**config.mk**
```make
export PLATFORM = sky130hd
export DESIGN_NAME = print_line_fifo_flat
export DESIGN_NICKNAME = d
export VERILOG_FILES = /design/src/rtl/print_line_fifo_if.sv /design/src/rtl/print_line_fifo.sv /design/src/flat_wrapper.sv
export SDC_FILE = /design/constraint.sdc
export NUM_CORES = 1
export LEC_CHECK = 0
export BUFFER_PORTS_ARGS = -buffer_cell sky130_fd_sc_hd__buf_2
export CORE_UTILIZATION = 61
export CTS_BUF_LIST = sky130_fd_sc_hd__clkbuf_16
export DETAILED_ROUTE_END_ITERATION = 6
export PLACE_DENSITY_LB_ADDON = 0.2
export SLEW_MARGIN = 20
export SYNTH_ARGS = -nofsm -noshare
export SYNTH_HDL_FRONTEND = slang
export SYNTH_SLANG_ARGS = --single-unit
```
**constraint.sdc**
```tcl
create_clock -name clk -period 3.7 [get_ports clk]
set_clock_uncertainty 0.15 [all_clocks]
set_input_delay 0.37 -clock clk [delete_from_list [all_inputs] [get_ports clk]]
set_output_delay 0.37 -clock clk [all_outputs]
set_load 0.01 [all_outputs]
```
**src/rtl/print_line_fifo_if.sv**
```systemverilog
// Handshake bundle between the printable-char filter, the line FIFO and the sink.
// The master side is the producer/sink environment; the slave side is the FIFO.
interface print_line_fifo_if;
  logic [7:0] inByte;
  logic       inValid;
  logic       inReady;
  logic [7:0] outChar;
  logic       outValid;
  logic       outReady;
  logic [7:0] subCount;
  logic [7:0] lineCount;

  modport master (
    output inByte, inValid, outReady,
    input  inReady, outChar, outValid, subCount, lineCount
  );

  modport slave (
    input  inByte, inValid, outReady,
    output inReady, outChar, outValid, subCount, lineCount
  );
endinterface

```
**src/rtl/print_line_fifo.sv**
```systemverilog
// Maps raw bytes to printable chars, buffers them in a show-ahead FIFO and
// drains them to a sink, inserting CR/LF after every LINE_LEN characters.
module print_line_fifo #(
  parameter int DEPTH    = 16,
  parameter int ADDR_W   = 4,
  parameter int LINE_LEN = 16
) (
  input  logic              clk,
  input  logic              rst,
  print_line_fifo_if.slave  bus
);

  localparam int COL_W = (LINE_LEN > 1) ? $clog2(LINE_LEN) : 1;
  localparam logic [COL_W-1:0]  COL_LAST = COL_W'(LINE_LEN - 1);
  localparam logic [ADDR_W:0]   OCC_FULL = (ADDR_W + 1)'(DEPTH);

  typedef enum logic [1:0] {
    S_CHAR = 2'd0,
    S_CR   = 2'd1,
    S_LF   = 2'd2
  } state_t;

  state_t            r_state;
  state_t            w_state_next;
  logic [7:0]        r_mem [DEPTH];
  logic [ADDR_W-1:0] r_wr_ptr;
  logic [ADDR_W-1:0] r_rd_ptr;
  logic [ADDR_W:0]   r_count;
  logic [COL_W-1:0]  r_col;
  logic [7:0]        r_sub;
  logic [7:0]        r_lines;
  logic              w_full;
  logic              w_empty;
  logic              w_push;
  logic              w_pop;
  logic              w_line_done;
  logic              w_pvalid;
  logic [7:0]        w_pchar;

  // Non-printable bytes are replaced by '#'; the flag reports whether the byte passed.
  function automatic logic [8:0] printable(input logic [7:0] b);
    if (b >= 8'h20 && b <= 8'h7E) begin
      return {1'b1, b};
    end else begin
      return {1'b0, 8'h23};
    end
  endfunction

  assign {w_pvalid, w_pchar} = printable(bus.inByte);
  assign w_full        = (r_count == OCC_FULL);
  assign w_empty       = (r_count == {(ADDR_W + 1){1'b0}});
  assign w_push        = bus.inValid & ~w_full;
  assign bus.inReady   = ~w_full;
  assign bus.subCount  = r_sub;
  assign bus.lineCount = r_lines;

  // Output FSM next state and combinational output mux.
  always_comb begin
    w_state_next = r_state;
    bus.outValid = 1'b0;
    bus.outChar  = 8'h00;
    w_pop        = 1'b0;
    w_line_done  = 1'b0;
    case (r_state)
      S_CHAR: begin
        if (!w_empty) begin
          bus.outValid = 1'b1;
          bus.outChar  = r_mem[r_rd_ptr];
          if (bus.outReady) begin
            w_pop = 1'b1;
            if (r_col == COL_LAST) begin
              w_state_next = S_CR;
            end else begin
              w_state_next = S_CHAR;
            end
          end else begin
            w_state_next = S_CHAR;
          end
        end else begin
          bus.outValid = 1'b0;
          bus.outChar  = 8'h00;
        end
      end
      S_CR: begin
        bus.outValid = 1'b1;
        bus.outChar  = 8'h0D;
        if (bus.outReady) begin
          w_state_next = S_LF;
        end else begin
          w_state_next = S_CR;
        end
      end
      S_LF: begin
        bus.outValid = 1'b1;
        bus.outChar  = 8'h0A;
        if (bus.outReady) begin
          w_state_next = S_CHAR;
          w_line_done  = 1'b1;
        end else begin
          w_state_next = S_LF;
        end
      end
      default: begin
        w_state_next = S_CHAR;
      end
    endcase
  end

  // State, pointers, occupancy, column and statistics counters.
  always_ff @(posedge clk) begin
    if (rst) begin
      r_state  <= S_CHAR;
      r_wr_ptr <= {ADDR_W{1'b0}};
      r_rd_ptr <= {ADDR_W{1'b0}};
      r_count  <= {(ADDR_W + 1){1'b0}};
      r_col    <= {COL_W{1'b0}};
      r_sub    <= 8'h00;
      r_lines  <= 8'h00;
    end else begin
      r_state <= w_state_next;
      if (w_push) begin
        r_wr_ptr <= r_wr_ptr + {{(ADDR_W - 1){1'b0}}, 1'b1};
        if (!w_pvalid && r_sub != 8'hFF) begin
          r_sub <= r_sub + 8'h01;
        end
      end
      if (w_pop) begin
        r_rd_ptr <= r_rd_ptr + {{(ADDR_W - 1){1'b0}}, 1'b1};
        r_col    <= (r_col == COL_LAST) ? {COL_W{1'b0}} : r_col + {{(COL_W - 1){1'b0}}, 1'b1};
      end
      case ({w_push, w_pop})
        2'b10:   r_count <= r_count + {{ADDR_W{1'b0}}, 1'b1};
        2'b01:   r_count <= r_count - {{ADDR_W{1'b0}}, 1'b1};
        default: r_count <= r_count;
      endcase
      if (w_line_done) begin
        r_lines <= r_lines + 8'h01;
      end
    end
  end

  // FIFO storage; contents need no reset since occupancy gates every read.
  always_ff @(posedge clk) begin
    if (w_push) begin
      r_mem[r_wr_ptr] <= w_pchar;
    end
  end

endmodule

```
**src/flat_wrapper.sv**
```systemverilog
// flat-port wrapper written by rule: the top's interface ports become plain ports
module print_line_fifo_flat 
#(
  parameter int DEPTH    = 16,
  parameter int ADDR_W   = 4,
  parameter int LINE_LEN = 16
)
  (clk, rst, bus_inByte, bus_inValid, bus_outReady, bus_inReady, bus_outChar, bus_outValid, bus_subCount, bus_lineCount);
  print_line_fifo_if bus_i ();
  input  logic clk;
  input  logic rst;
  input wire logic [$bits(bus_i.inByte)-1:0] bus_inByte;
  input wire logic [$bits(bus_i.inValid)-1:0] bus_inValid;
  input wire logic [$bits(bus_i.outReady)-1:0] bus_outReady;
  output wire logic [$bits(bus_i.inReady)-1:0] bus_inReady;
  output wire logic [$bits(bus_i.outChar)-1:0] bus_outChar;
  output wire logic [$bits(bus_i.outValid)-1:0] bus_outValid;
  output wire logic [$bits(bus_i.subCount)-1:0] bus_subCount;
  output wire logic [$bits(bus_i.lineCount)-1:0] bus_lineCount;
  assign bus_i.inByte = bus_inByte;
  assign bus_i.inValid = bus_inValid;
  assign bus_i.outReady = bus_outReady;
  assign bus_inReady = bus_i.inReady;
  assign bus_outChar = bus_i.outChar;
  assign bus_outValid = bus_i.outValid;
  assign bus_subCount = bus_i.subCount;
  assign bus_lineCount = bus_i.lineCount;
  print_line_fifo #(.DEPTH(DEPTH), .ADDR_W(ADDR_W), .LINE_LEN(LINE_LEN)) u_core (.clk(clk), .rst(rst), .bus(bus_i));
endmodule
```
==> results of run 1 <==
[cell usage after synthesis (4+ instances only)]
cell                       number
sky130_fd_sc_hd__edfxtp_1     128
sky130_fd_sc_hd__nor2_1        56
sky130_fd_sc_hd__dfxtp_1       39
sky130_fd_sc_hd__mux4_2        33
sky130_fd_sc_hd__nand2_1       23
sky130_fd_sc_hd__nand3_1       17
sky130_fd_sc_hd__ha_1          14
sky130_fd_sc_hd__clkbuf_1      12
sky130_fd_sc_hd__mux2i_1       12
sky130_fd_sc_hd__xor2_1        11
sky130_fd_sc_hd__nor2b_1       10
sky130_fd_sc_hd__xnor2_1       10
sky130_fd_sc_hd__a21oi_1        9
sky130_fd_sc_hd__inv_1          9
sky130_fd_sc_hd__nor3_1         7
sky130_fd_sc_hd__a211oi_1       5
sky130_fd_sc_hd__buf_6          5
sky130_fd_sc_hd__o21ai_0        5
sky130_fd_sc_hd__buf_2          4
sky130_fd_sc_hd__nand2b_1       4
sky130_fd_sc_hd__nand4_1        4
sky130_fd_sc_hd__nor4_1         4
[metal layers]
metal / vias up / wire, µm
met5: - / 0
met4: 0 / 187
met3: 17 / 951
met2: 139 / 7190
met1: 2107 / 6040
li1: 1902 / -
[critical path, cell delays in order, from the launching register on]
cell,delay [ns]
sky130_fd_sc_hd__dfxtp_1,0.37
sky130_fd_sc_hd__or4_4,0.59
sky130_fd_sc_hd__o211a_1,0.42
sky130_fd_sc_hd__ha_1,0.40
sky130_fd_sc_hd__xor2_1,0.18
sky130_fd_sc_hd__ha_1,0.22
sky130_fd_sc_hd__o31a_1,0.25
sky130_fd_sc_hd__nor3_1,0.18
sky130_fd_sc_hd__mux2i_1,0.21
sky130_fd_sc_hd__nor2_1,0.06
sky130_fd_sc_hd__a211oi_1,0.16
[sequential cells by signal, summed over array words and instances, names as in the netlist, named ones only]
name and count:
u_core.r_mem 128, u_core.bus.subCount 8, u_core.r_count 5, u_core.r_col 4, u_core.bus.lineCount 8, u_core.r_wr_ptr 4
u_core.r_rd_ptr 4, u_core.r_state 2
[logic make-up (layout without fill, tap and decap cells)]
family / Yosys count / in the layout
mux: 46 / 46
fa+ha+maj: 14 / 14
buf+inv: 34 / 87
compound gates: 44 / 44
simple gates: 148 / 148
xor+xnor: 22 / 22
flops: 167 / 167
other cells: 1 / 16
[power groups by stage]
stage	clock, mW	combinational [mW]	sequential (mW)
final	1.57	0.986	2.18
after detailed placement	0	0.983	2.22
after CTS	1.58	0.991	2.18
after global routing	1.66	1.08	2.19
after floorplan	0	0.762	2.19
after global placement	0	0.963	2.21
[worst min path at each step]
stage,to,cells past startpoint
after detailed placement,u_core.bus.lineCount[6],2
final,u_core.bus.lineCount[1],3
after global routing,u_core.bus.lineCount[1],3
after global placement,u_core.bus.lineCount[1],2
after floorplan,u_core.r_wr_ptr[1],2
after CTS,u_core.bus.lineCount[1],3
[final cells by class]
cell class,instances,area share (%)
flip-flops and latches,167,57.8
multi-input cells,290,29.8
clock buffers,17,5.32
repair buffers,46,3.16
well taps,143,2.24
clock inverters,14,1.19
inverters,10,0.469
==> results.sh, run 1 <==
export IMPL_power_clock_fraction_pct=33.1
export IMPL_synth_seq_cells=167
export IMPL_number_of_hold_violations_in_the_final_report=0
export IMPL_starting_density_of_the_core_pct=62.5
export IMPL_fin_setup_tns_ns=0
export IMPL_globalRouteTotalUtil_pct=25.6
export IMPL_most_used_flip_flop_cell_after_synthesis="sky130_fd_sc_hd__edfxtp_1"
export IMPL_first_global_vias=3918
export IMPL_setup_viol=0
export IMPL_cts_sink_count=167
export IMPL_worstSetupEndpointType="flip-flop"
export IMPL_postCtsResizedCells=0
export IMPL_power_report_internal_total_mw=3.42
export IMPL_outcome="finished, final reports clean"
export IMPL_largest_net_degree_at_the_start_of_global_routing=43
export IMPL_setup_reg_to_reg_worst_slack_ns=0.43
export IMPL_final_layout_size_suffix_gt1_share_pct=21.7
export IMPL_netlist_area_um2=7140
export IMPL_synthXorXnorAreaFrac_pct=2.80
export IMPL_layout_setup_ws_ns=0.428
export IMPL_io_buffers=37
export IMPL_clock_tree_htree_level_count=4
export IMPL_number_of_enable_flip_flop_cells_after_synthesis=128
export IMPL_synth_area_leaders="sky130_fd_sc_hd__edfxtp_1, sky130_fd_sc_hd__dfxtp_1, sky130_fd_sc_hd__mux4_2, sky130_fd_sc_hd__nor2_1, sky130_fd_sc_hd__ha_1"
export IMPL_post_route_min_period_ns=3.27
export IMPL_globalRouteMet3Util_pct=7.29
export IMPL_floorplan_die_height_um=110
export IMPL_hold_path_class="input port to flip-flop"
export IMPL_clock_tree_root_cell="sky130_fd_sc_hd__clkbuf_16"
export IMPL_design_power_total_mw=4.73
export IMPL_cts_reportedPaths_clkPinSlew_ns=0.06
export IMPL_synth_top_cell_by_area="sky130_fd_sc_hd__edfxtp_1"
export IMPL_slew_at_the_pin_with_the_worst_max_slew_slack_ns=1.02
export IMPL_postSynth_asyncResetShare_pct=0
export IMPL_synth_top_area_share_pct=53.8
export IMPL_postCtsSetupBuffers=0
export IMPL_design_area_um2=8000
export IMPL_multi_input_comb_area_um2=2390
export IMPL_sequentialPowerShare_pct=46.1
export IMPL_p_sw_mw=1.31
export IMPL_power_switching_share_pct=27.7
export IMPL_vias_per_cell=6.06
export IMPL_max_freq_mhz=306
export IMPL_synth_top_family_by_area="multiplexers"
export IMPL_synthCells=476
export IMPL_num_fill_cells=775
export IMPL_rows=39
export IMPL_chip_width_um=110
export IMPL_power_density_nw_per_um2=592
export IMPL_synth_mux_area_share_pct=12.3
export IMPL_grt_use_met2_pct=40.4
export IMPL_whs_ns=0.184
export IMPL_critical_path_startpoint="u_core.r_count[0]"
export IMPL_antenna_found_initial=0
export IMPL_holdCritStartpoint="bus_outReady"
export IMPL_r2r_end="u_core.r_count[4]"
export IMPL_postPlaceCellArea_um2=7480
export IMPL_most_heavily_used_metal_layer_in_global_routing="met2"
export IMPL_cp_max_fo=10
export IMPL_vdd_ir_drop_worst_mv=0.449
export IMPL_r2r_cells=10
export IMPL_timing_final_max_slew_violations=0
export IMPL_synth_compound_gate_area_share_pct=4.59
export IMPL_cap_viol_max_count=0
export IMPL_layout_area_overhead_vs_synth_pct=12.1
export IMPL_final_common_cell="sky130_fd_sc_hd__edfxtp_1"
export IMPL_gp_congestion=0.830
export IMPL_drc=0
export IMPL_antenna_violating_nets_post_route=0
export IMPL_fin_cells=687
export IMPL_worstSetupEndpoint="u_core.r_count[4]"
export IMPL_critPathKind="flip-flop to flip-flop"
export IMPL_worst_slew_margin_rel_pct=31.9
export IMPL_required_ns=3.88
export IMPL_dp_final_hpwl_mm=9.07
export IMPL_cts_tree="done"
export IMPL_cts_path_max_buffers=2
export IMPL_dp_worst_setup_slack_ns=0.423
export IMPL_num_antenna_cells=0
export IMPL_grt_pass1_wl_mm=21.5
export IMPL_layout_cells_most_common_list="sky130_fd_sc_hd__edfxtp_1, sky130_fd_sc_hd__nor2_1, sky130_fd_sc_hd__dfxtp_1"
export IMPL_dpl_cells=656
export IMPL_drt_iter0_markers=440
export IMPL_power_share_combinational_pct=20.8
export IMPL_fin_nets=558
export IMPL_critical_path_at_ns=3.45
export IMPL_worstReg2RegStart="u_core.r_count[0]"
export IMPL_postCtsHoldBufs=0
export IMPL_detail_route_wl_per_cell_um=20.9
export IMPL_finalCritPeriodShare_pct=88.4
export IMPL_leakage_nw=2.77
export IMPL_io_pins=38
export IMPL_portion_of_the_post_synthesis_area_used_by_sequential_elements_pct=64.8
export IMPL_route_vias_total=4165
export IMPL_route_final_wire_length_mm=14.4
export IMPL_grt_overflow_total=0
export IMPL_cts_inserted_buffers=17
export IMPL_drt_first_pass_iters=5
export IMPL_grt_util_met1_pct=34.7
export IMPL_rsz0062_at_grt="false"
export IMPL_synthSimpleGateAreaFrac_pct=10.5
export IMPL_final_core_util_pct=70.1
export IMPL_synth_cell_types=60
export IMPL_design_die_area_um2=12100
export IMPL_yosys_warnings=0
export IMPL_worstSkewPairLatency_ns=0.42
export IMPL_synth_adder_area_share_pct=2.45
export IMPL_area_sequential_um2=4620
export IMPL_worstSetupStartpointType="flip-flop"
export IMPL_core_area_um2=11400
export IMPL_post_synth_cell_area_avg_um2=15.0
(Power assumes the default switching activity.)
==> run 2, diff against run 1 <==
--- a/config.mk
+++ b/config.mk
@@ -9,7 +9,7 @@
 export CORE_UTILIZATION = 61
 export CTS_BUF_LIST = sky130_fd_sc_hd__clkbuf_16
 export DETAILED_ROUTE_END_ITERATION = 6
-export PLACE_DENSITY_LB_ADDON = 0.2
+export PLACE_DENSITY = 0.84
 export SLEW_MARGIN = 20
 export SYNTH_ARGS = -nofsm -noshare
 export SYNTH_HDL_FRONTEND = slang
==> run 2 against run 1 <==
Against the previous run: via count rose by 1.7%; non-clock buffer count rose by 5; total power rose by 3.3%; wire length rose by 0.91%; sequential share of layout area down 0.69 points; critical path type unchanged; largest cell class unchanged; highest routed layer unchanged.
==> results.sh, run 2 (same netlist as run 1, synthesis figures left out) <==
export IMPL_grt_pass1_wl_mm=22.4
export IMPL_sequentialPowerShare_pct=44.7
export IMPL_rows=39
export IMPL_cts_path_max_buffers=2
export IMPL_worstSetupStartpointType="flip-flop"
export IMPL_outcome="finished, final reports clean"
export IMPL_io_buffers=37
export IMPL_fin_nets=563
export IMPL_critPathKind="flip-flop to flip-flop"
export IMPL_required_ns=3.88
export IMPL_power_report_internal_total_mw=3.51
export IMPL_max_freq_mhz=299
export IMPL_drt_iter0_markers=375
export IMPL_design_power_total_mw=4.89
export IMPL_drc=0
export IMPL_chip_width_um=110
export IMPL_antenna_found_initial=0
export IMPL_power_clock_fraction_pct=35.2
export IMPL_route_final_wire_length_mm=14.5
export IMPL_postCtsResizedCells=0
export IMPL_globalRouteTotalUtil_pct=26.4
export IMPL_core_area_um2=11400
export IMPL_fin_setup_tns_ns=0
export IMPL_timing_final_max_slew_violations=0
export IMPL_cts_reportedPaths_clkPinSlew_ns=0.06
export IMPL_cts_inserted_buffers=17
export IMPL_clock_tree_htree_level_count=4
export IMPL_detail_route_wl_per_cell_um=20.9
export IMPL_clock_tree_root_cell="sky130_fd_sc_hd__clkbuf_16"
export IMPL_cts_tree="done"
export IMPL_worstSetupEndpointType="flip-flop"
export IMPL_rsz0062_at_grt="false"
export IMPL_floorplan_die_height_um=110
export IMPL_register_with_the_most_flip_flops="u_core.r_mem"
export IMPL_cp_max_fo=10
export IMPL_worst_slew_margin_rel_pct=24.3
export IMPL_hold_path_class="input port to flip-flop"
export IMPL_route_vias_total=4235
export IMPL_largest_reg_flops=128
export IMPL_setup_viol=0
export IMPL_gp_congestion=0.854
export IMPL_final_layout_size_suffix_gt1_share_pct=23.6
export IMPL_first_global_vias=4220
export IMPL_starting_density_of_the_core_pct=62.5
export IMPL_leakage_nw=2.81
export IMPL_largest_net_degree_at_the_start_of_global_routing=43
export IMPL_drt_first_pass_iters=5
export IMPL_post_route_min_period_ns=3.35
export IMPL_vdd_ir_drop_worst_mv=0.420
export IMPL_final_common_cell="sky130_fd_sc_hd__edfxtp_1"
export IMPL_grt_overflow_total=0
export IMPL_antenna_violating_nets_post_route=0
export IMPL_critical_path_at_ns=3.52
export IMPL_cts_sink_count=167
export IMPL_vias_per_cell=6.11
export IMPL_postCtsSetupBuffers=0
export IMPL_worstSkewPairLatency_ns=0.42
export IMPL_power_share_combinational_pct=20.1
export IMPL_design_die_area_um2=12100
export IMPL_power_density_nw_per_um2=604
export IMPL_finalCritPeriodShare_pct=90.5
export IMPL_postCtsHoldBufs=0
export IMPL_num_antenna_cells=0
export IMPL_layout_area_overhead_vs_synth_pct=13.5
export IMPL_layout_cells_most_common_list="sky130_fd_sc_hd__edfxtp_1, sky130_fd_sc_hd__nor2_1, sky130_fd_sc_hd__dfxtp_1"
export IMPL_dp_final_hpwl_mm=9.43
export IMPL_number_of_hold_violations_in_the_final_report=0
export IMPL_io_pins=38
export IMPL_power_switching_share_pct=28.1
export IMPL_p_sw_mw=1.37
export IMPL_slew_at_the_pin_with_the_worst_max_slew_slack_ns=1.13
export IMPL_cap_viol_max_count=0
[run 2: per-stage QoR]
stage	utilization (%)	area [µm²]	hold WS, ns	std cells	setup slack, ns
floorplan	-	7190	0.332	491	0.647
global placement	65.9	7520	0.325	661	0.517
detailed placement	65.9	7520	0.354	661	0.402
CTS	70.9	8100	0.156	693	0.365
global route	70.9	8100	0.183	693	0.165
finish	70.9	8100	0.163	693	0.352
[run 2: worst max-delay path: stages (launching register included)]
cell and delay, ns:
sky130_fd_sc_hd__dfxtp_1 0.39, sky130_fd_sc_hd__or4_4 0.58, sky130_fd_sc_hd__o211a_1 0.42, sky130_fd_sc_hd__ha_1 0.41, sky130_fd_sc_hd__xor2_1 0.19, sky130_fd_sc_hd__ha_1 0.23
sky130_fd_sc_hd__o31a_1 0.24, sky130_fd_sc_hd__nor3_1 0.19, sky130_fd_sc_hd__mux2i_1 0.23, sky130_fd_sc_hd__nor2_1 0.06, sky130_fd_sc_hd__a211oi_1 0.19
[run 2: path summary, 6_finish.rpt]
check	endpoint	start	cells past startpoint	slack, ns
setup / recovery	u_core.r_count[4]	u_core.r_count[1]	10	0.35
hold / removal	u_core.bus.lineCount[1]	bus_outReady	3	0.16
setup reg to reg	u_core.r_count[4]	u_core.r_count[1]	10	0.35
hold reg to reg	u_core.bus.lineCount[1]	u_core.bus.lineCount[1]	2	0.36
[run 2: metal layers]
layer  global-route usage [%]  part of all wire (%)
met1                     33.1                    39
met2                     43.8                    51
met3                     5.29                   7.2
met4                     14.1                   3.4
met5                        0                     0
[run 2: area by class of cell]
type	count	area [µm²]
Sequential cell	167	4620
Fill cell	753	3320
Multi-Input combinational cell	290	2390
Clock buffer	17	425
Timing Repair Buffer	51	290
Tap cell	143	179
Clock inverter	15	151
Inverter	10	37.5
[run 2: power by group through the flow]
stage               combinational (mW)  sequential, mW  clock (mW)
finish                           0.982            2.19        1.72
global route                      1.07            2.20        1.81
CTS                              0.986            2.19        1.74
detailed placement               0.976            2.22           0
global placement                 0.948            2.21           0
floorplan                        0.762            2.19           0
